## config.mk

```make
export PLATFORM = sky130hd
export DESIGN_NAME = axi_burst_seq
export DESIGN_NICKNAME = d
export VERILOG_FILES = /design/src/rtl/axi_burst_seq.sv
export SDC_FILE = /design/constraint.sdc
export NUM_CORES = 1
export LEC_CHECK = 0
export BUFFER_PORTS_ARGS = -buffer_cell sky130_fd_sc_hd__buf_2
export CAP_MARGIN = 25
export CORE_MARGIN = 4
export CORE_UTILIZATION = 47
export CTS_BUF_LIST = sky130_fd_sc_hd__clkbuf_8
export CTS_CLUSTER_SIZE = 16
export DETAILED_ROUTE_END_ITERATION = 6
export PLACE_DENSITY = 0.81
export SKIP_CTS_REPAIR_TIMING = 1
export SLEW_MARGIN = 10
export SYNTH_ARGS = -nofsm -noshare
export SYNTH_HDL_FRONTEND = slang
export SYNTH_SLANG_ARGS = --single-unit
```

## constraint.sdc

```tcl
create_clock -name S_AXI_ACLK -period 3.1 [get_ports S_AXI_ACLK]
set_input_delay 0.155 -clock S_AXI_ACLK [delete_from_list [all_inputs] [get_ports S_AXI_ACLK]]
set_output_delay 0.155 -clock S_AXI_ACLK [all_outputs]
set_load 0.005 [all_outputs]
```

## src/rtl/axi_burst_seq.sv

```systemverilog
// AXI burst address sequencer: accepts one burst request, then emits one beat address per handshake.
// Optional WRAP support is compiled in with AXI_BURST_SEQ_WRAP_EN; otherwise WRAP bursts sequence as INCR.
module axi_burst_seq #(
  parameter int AW = 32,
  parameter int DW = 32
) (
  input  logic          S_AXI_ACLK,
  input  logic          S_AXI_ARESETN,
  input  logic          i_req_valid,
  output logic          o_req_ready,
  input  logic [AW-1:0] i_req_addr,
  input  logic [7:0]    i_req_len,
  input  logic [2:0]    i_req_size,
  input  logic [1:0]    i_req_burst,
  output logic          o_beat_valid,
  input  logic          i_beat_ready,
  output logic [AW-1:0] o_beat_addr,
  output logic [7:0]    o_beat_idx,
  output logic          o_beat_last,
  output logic          o_busy
);

  localparam int DSZ = $clog2(DW) - 3;
  localparam int PW  = (AW < 12) ? AW : 12;
  // Only the in-page address bits may change, so bursts stay inside one 4 kB page.
  localparam logic [AW-1:0] PMASK = (PW == AW) ? {AW{1'b1}} : ((AW'(1) << PW) - AW'(1));

  typedef enum logic {S_IDLE, S_BURST} state_t;

  state_t        r_state;
  state_t        w_state_nxt;
  logic [AW-1:0] r_addr;
  logic [7:0]    r_idx;
  logic [7:0]    r_len;
  logic [2:0]    r_size;
  logic          r_fixed;
  logic          w_req_hs;
  logic          w_beat_hs;
  logic          w_last;
  logic [2:0]    w_size_cap;
  logic [AW-1:0] w_bytes;
  logic [AW-1:0] w_incr;
  logic [AW-1:0] w_cand;
  logic [AW-1:0] w_next;
`ifdef AXI_BURST_SEQ_WRAP_EN
  logic          r_wrap;
  logic          w_wrap_ok;
  logic [AW-1:0] w_wmask;
`endif

  always_comb begin
    w_state_nxt  = r_state;
    o_req_ready  = 1'b0;
    o_beat_valid = 1'b0;
    o_busy       = 1'b0;
    o_beat_last  = 1'b0;
    w_req_hs     = 1'b0;
    w_beat_hs    = 1'b0;
    case (r_state)
      S_IDLE: begin
        o_req_ready = 1'b1;
        w_req_hs    = i_req_valid;
        if (i_req_valid) w_state_nxt = S_BURST;
      end
      S_BURST: begin
        o_beat_valid = 1'b1;
        o_busy       = 1'b1;
        o_beat_last  = w_last;
        w_beat_hs    = i_beat_ready;
        if (i_beat_ready && w_last) w_state_nxt = S_IDLE;
      end
      default: w_state_nxt = S_IDLE;
    endcase
  end

  always_ff @(posedge S_AXI_ACLK or negedge S_AXI_ARESETN) begin
    if (!S_AXI_ARESETN) r_state <= S_IDLE;
    else                r_state <= w_state_nxt;
  end

  assign w_last     = (r_idx == r_len);
  assign w_size_cap = (i_req_size > 3'(DSZ)) ? 3'(DSZ) : i_req_size;
  assign w_bytes    = AW'(1) << r_size;
  assign w_incr     = (r_addr & ~(w_bytes - AW'(1))) + w_bytes;

`ifdef AXI_BURST_SEQ_WRAP_EN
  assign w_wrap_ok = (i_req_burst == 2'b10) &&
                     ((i_req_len == 8'd1) || (i_req_len == 8'd3) ||
                      (i_req_len == 8'd7) || (i_req_len == 8'd15));
  // Wrap block is (len+1) beats of 1<<size bytes, naturally aligned.
  assign w_wmask   = ((AW'(r_len) + AW'(1)) << r_size) - AW'(1);
  assign w_cand    = r_fixed ? r_addr :
                     r_wrap  ? ((r_addr & ~w_wmask) | (w_incr & w_wmask)) : w_incr;
`else
  assign w_cand    = r_fixed ? r_addr : w_incr;
`endif

  assign w_next = (r_addr & ~PMASK) | (w_cand & PMASK);

  always_ff @(posedge S_AXI_ACLK or negedge S_AXI_ARESETN) begin
    if (!S_AXI_ARESETN) begin
      r_addr  <= '0;
      r_idx   <= '0;
      r_len   <= '0;
      r_size  <= '0;
      r_fixed <= 1'b0;
`ifdef AXI_BURST_SEQ_WRAP_EN
      r_wrap  <= 1'b0;
`endif
    end else if (w_req_hs) begin
      r_addr  <= i_req_addr;
      r_idx   <= '0;
      r_len   <= i_req_len;
      r_size  <= w_size_cap;
      r_fixed <= (i_req_burst == 2'b00);
`ifdef AXI_BURST_SEQ_WRAP_EN
      r_wrap  <= w_wrap_ok;
`endif
    end else if (w_beat_hs && !w_last) begin
      r_addr  <= w_next;
      r_idx   <= r_idx + 8'd1;
    end
  end

  assign o_beat_addr = r_addr;
  assign o_beat_idx  = r_idx;

endmodule

```

==> flow_metrics.py <==
metrics = {
    "synthesis": {
        "synth_edf_count": 0,
        "synth_ff_type": "dfrtp_1",
        "synth.distinct_cells": 46,
        "synth-async-reset-ratio_pct": 100,
        "syn-num-nets": 374,
        "syn_area_um2": 2770,
        "ys_warn_count": 0,
        "seq_area_frac_synth_pct": 47.9,
        "syn_area_per_cell_um2": 8.65,
        "syn_inst": 320,
        "ys_ff_latch": 53,
    },
    "critical_path": {
        "reg2regPathDepth": 11,
        "reg2reg_slack_ps": 70,
        "crit_path_frequent_cell": "ha_4",
        "endpoint_kind": "register",
        "cp_max_fo": 4,
        "cpPeakStageDelay_ps": 410,
        "slowest_stage": "or3_4",
        "start_kind": "register",
        "crit_chain": "or3_4, ha_4, xor2_1, o311a_1, ha_4, a21o_1, a41oi_2, a211oi_2, o21ai_1, xnor2_1, mux2_2",
        "path_class": "reg2reg",
        "critPathRequiredTime_ps": 3290,
        "critPathArrivalTime_ps": 3230,
    },
    "final_layout": {
        "final_common_cell": "nand2_1",
        "area_growth_syn_to_layout_pct": 26.6,
        "final_util_pct": 62.5,
        "nNetsFinal": 472,
        "nFillCells": 520,
        "finalInstanceArea_um2": 3500,
        "diodes": 0,
        "layout_common_cells": "nand2_1, buf_2, dfrtp_1",
        "drive_gt1_share_pct": 29.7,
    },
    "clocking": {
        "cts_root_buffer": "clkbuf_8",
        "clkTransAtPathRegs_ps": 90,
        "clkSinkCount": 53,
        "cts-buffers-inserted": 5,
        "cts_tree": "yes",
        "htree_num_levels": 2,
        "insertion_delay_ps": 300,
        "clock_path_buffers": 2,
    },
    "min_path": {
        "hold_class": "in2reg",
        "hold_path_depth": 3,
    },
    "sta": {
        "setup_viol": 0,
        "max_freq_mhz": 330,
        "period_needed_ps": 3030,
        "tightestPinTransition_ps": 793,
        "slew_violations": 0,
        "timing.final.ws_setup_ps": 65.5,
        "slew_headroom_pct": 47.1,
        "fin_crit_sh_pct": 97.9,
        "finalHoldViolations": 0,
        "fin_skew_ps": 3.67,
        "fin_tns_setup_ps": 0,
    },
    "placement": {
        "finalWeightedCongestion": 0.886,
        "post_dp_cell_area_um2": 3330,
        "post-dp-hpwl_um": 5090,
        "portBuffers": 92,
        "dp_slack_ps": -44.0,
    },
    "power": {
        "fin_total_pwr_w": 0.00294,
        "leakage_nw": 1.85,
        "peakVddDrop_v": 0.000413,
        "pwr_density_cell_nw_per_um2": 840,
    },
    "detailed_routing": {
        "drtPass1Iterations": 4,
        "routed_wl_um": 7000,
        "drc": 0,
        "avgRoutedWirePerCell_um": 14.3,
        "drtAntennaViolNets": 0,
        "vias": 2592,
        "first_iter_violations": 76,
        "vias_per_cell": 5.29,
    },
    "floorplan": {
        "die_h_um": 84.7,
        "die_area_um2": 7180,
        "core_area_um2": 5610,
        "num_rows": 27,
        "io_pins": 93,
        "start_util_pct": 49.4,
        "die_w_um": 84.7,
    },
    "global_routing": {
        "grt_pass1_wl_um": 11600,
        "grt_pass1_vias": 2396,
        "track_usage_pct": 19.4,
        "grt_overflow": 0,
        "grt_max_degree": 36,
        "antenna_found_initial": 0,
    },
    "flow_run": {
        "max_cap_violations": 0,
    },
    "run_status": {
        "outcome": "completed",
    },
}
-- metal layers --
metal  GRT usage [%]  share of wire, %  vias up
met5               0                 0        -
met4            4.17              0.91        0
met3            4.91               6.7        8
met2            30.8                47       91
met1            26.9                46     1219
li1                -                 -     1274
-- worst max-delay path: cells and delay by family (launching register included) --
| kind | cells | cell delay, ps |
|---|---|---|
| AOI/OAI and AO/OA | 5 | 1120 |
| xor gates and xnor gates | 2 | 280 |
| adders and majority gates | 2 | 460 |
| DFF | 1 | 400 |
| muxes | 1 | 260 |
| and+or+nand+nor | 1 | 410 |
-- per-stage QoR --
stage          hold slack [ps]  instances
6_report                  38.1        490
5_1_grt                   25.8        490
4_1_cts                  -58.3        485
3_5_place_dp               271        478
3_3_place_gp               266        478
2_1_floorplan             -141        320
-- layout make-up --
cell class,count,area [um2],area share (%)
clock inverter,1,7.51,0.214
multi-input combinational,246,1400,39.8
sequential,53,1330,37.9
tap,72,90.1,2.57
clock buffer,6,82.6,2.36
timing repair buffer,107,583,16.6
inverter,5,18.8,0.536
-- Yosys cell counts, drive strengths merged (2+ instances only) --
master   count  area, um2
or3          3       18.8
and3         5       31.3
nand3        5       25.0
clkbuf      12       45.0
dfrtp       53       1330
nor4         5       31.3
a31oi        5       31.3
o211ai       3       22.5
o2111ai      4       35.0
or2          2       12.5
ha           5       62.6
nor3         7       35.0
nor2        17       63.8
nand4        3       18.8
nand2      111        417
buf          4       35.0
o31ai        3       22.5
xor2        16        140
nor2b        2       12.5
a21oi       10       50.1
inv          5       18.8
o21ai       11       55.1
xnor2        9       78.8
-- logic make-up after synthesis --
group / Yosys count / share of synthesized area, %
AO/OA/AOI/OAI: 48 / 11.7
XOR/XNOR: 25 / 7.91
adder cells (fa/ha/maj): 5 / 2.26
buffers and inverters: 21 / 3.57
flip-flops: 53 / 47.9
multiplexers: 2 / 0.769
AND/OR/NAND/NOR: 166 / 25.9
-- flip-flops by register name, indices dropped and copies added (netlist names) --
signal / count
o_beat_addr: 32
o_beat_idx: 8
r_len: 8
r_size: 3
r_fixed: 1
r_state: 1
-- worst paths after layout --
kind,endpoint,startpoint
min in group asynchronous,o_beat_addr[28],S_AXI_ARESETN
max in group asynchronous,r_len[1],S_AXI_ARESETN
max,o_beat_addr[8],r_size[1]
max reg2reg,o_beat_addr[8],r_size[1]
min,o_beat_addr[16],i_req_addr[16]
min reg2reg,o_beat_addr[21],o_beat_addr[21]
-- power breakdown --
part | internal (W) | switching, W | total [W]
clock | 0.000177 | 0.000221 | 0.000398
sequential | 0.000978 | 0.000265 | 0.00124
combinational | 0.000633 | 0.000669 | 0.00130
total | 0.00179 | 0.00115 | 0.00294
Power figures use the tool's default switching activity.
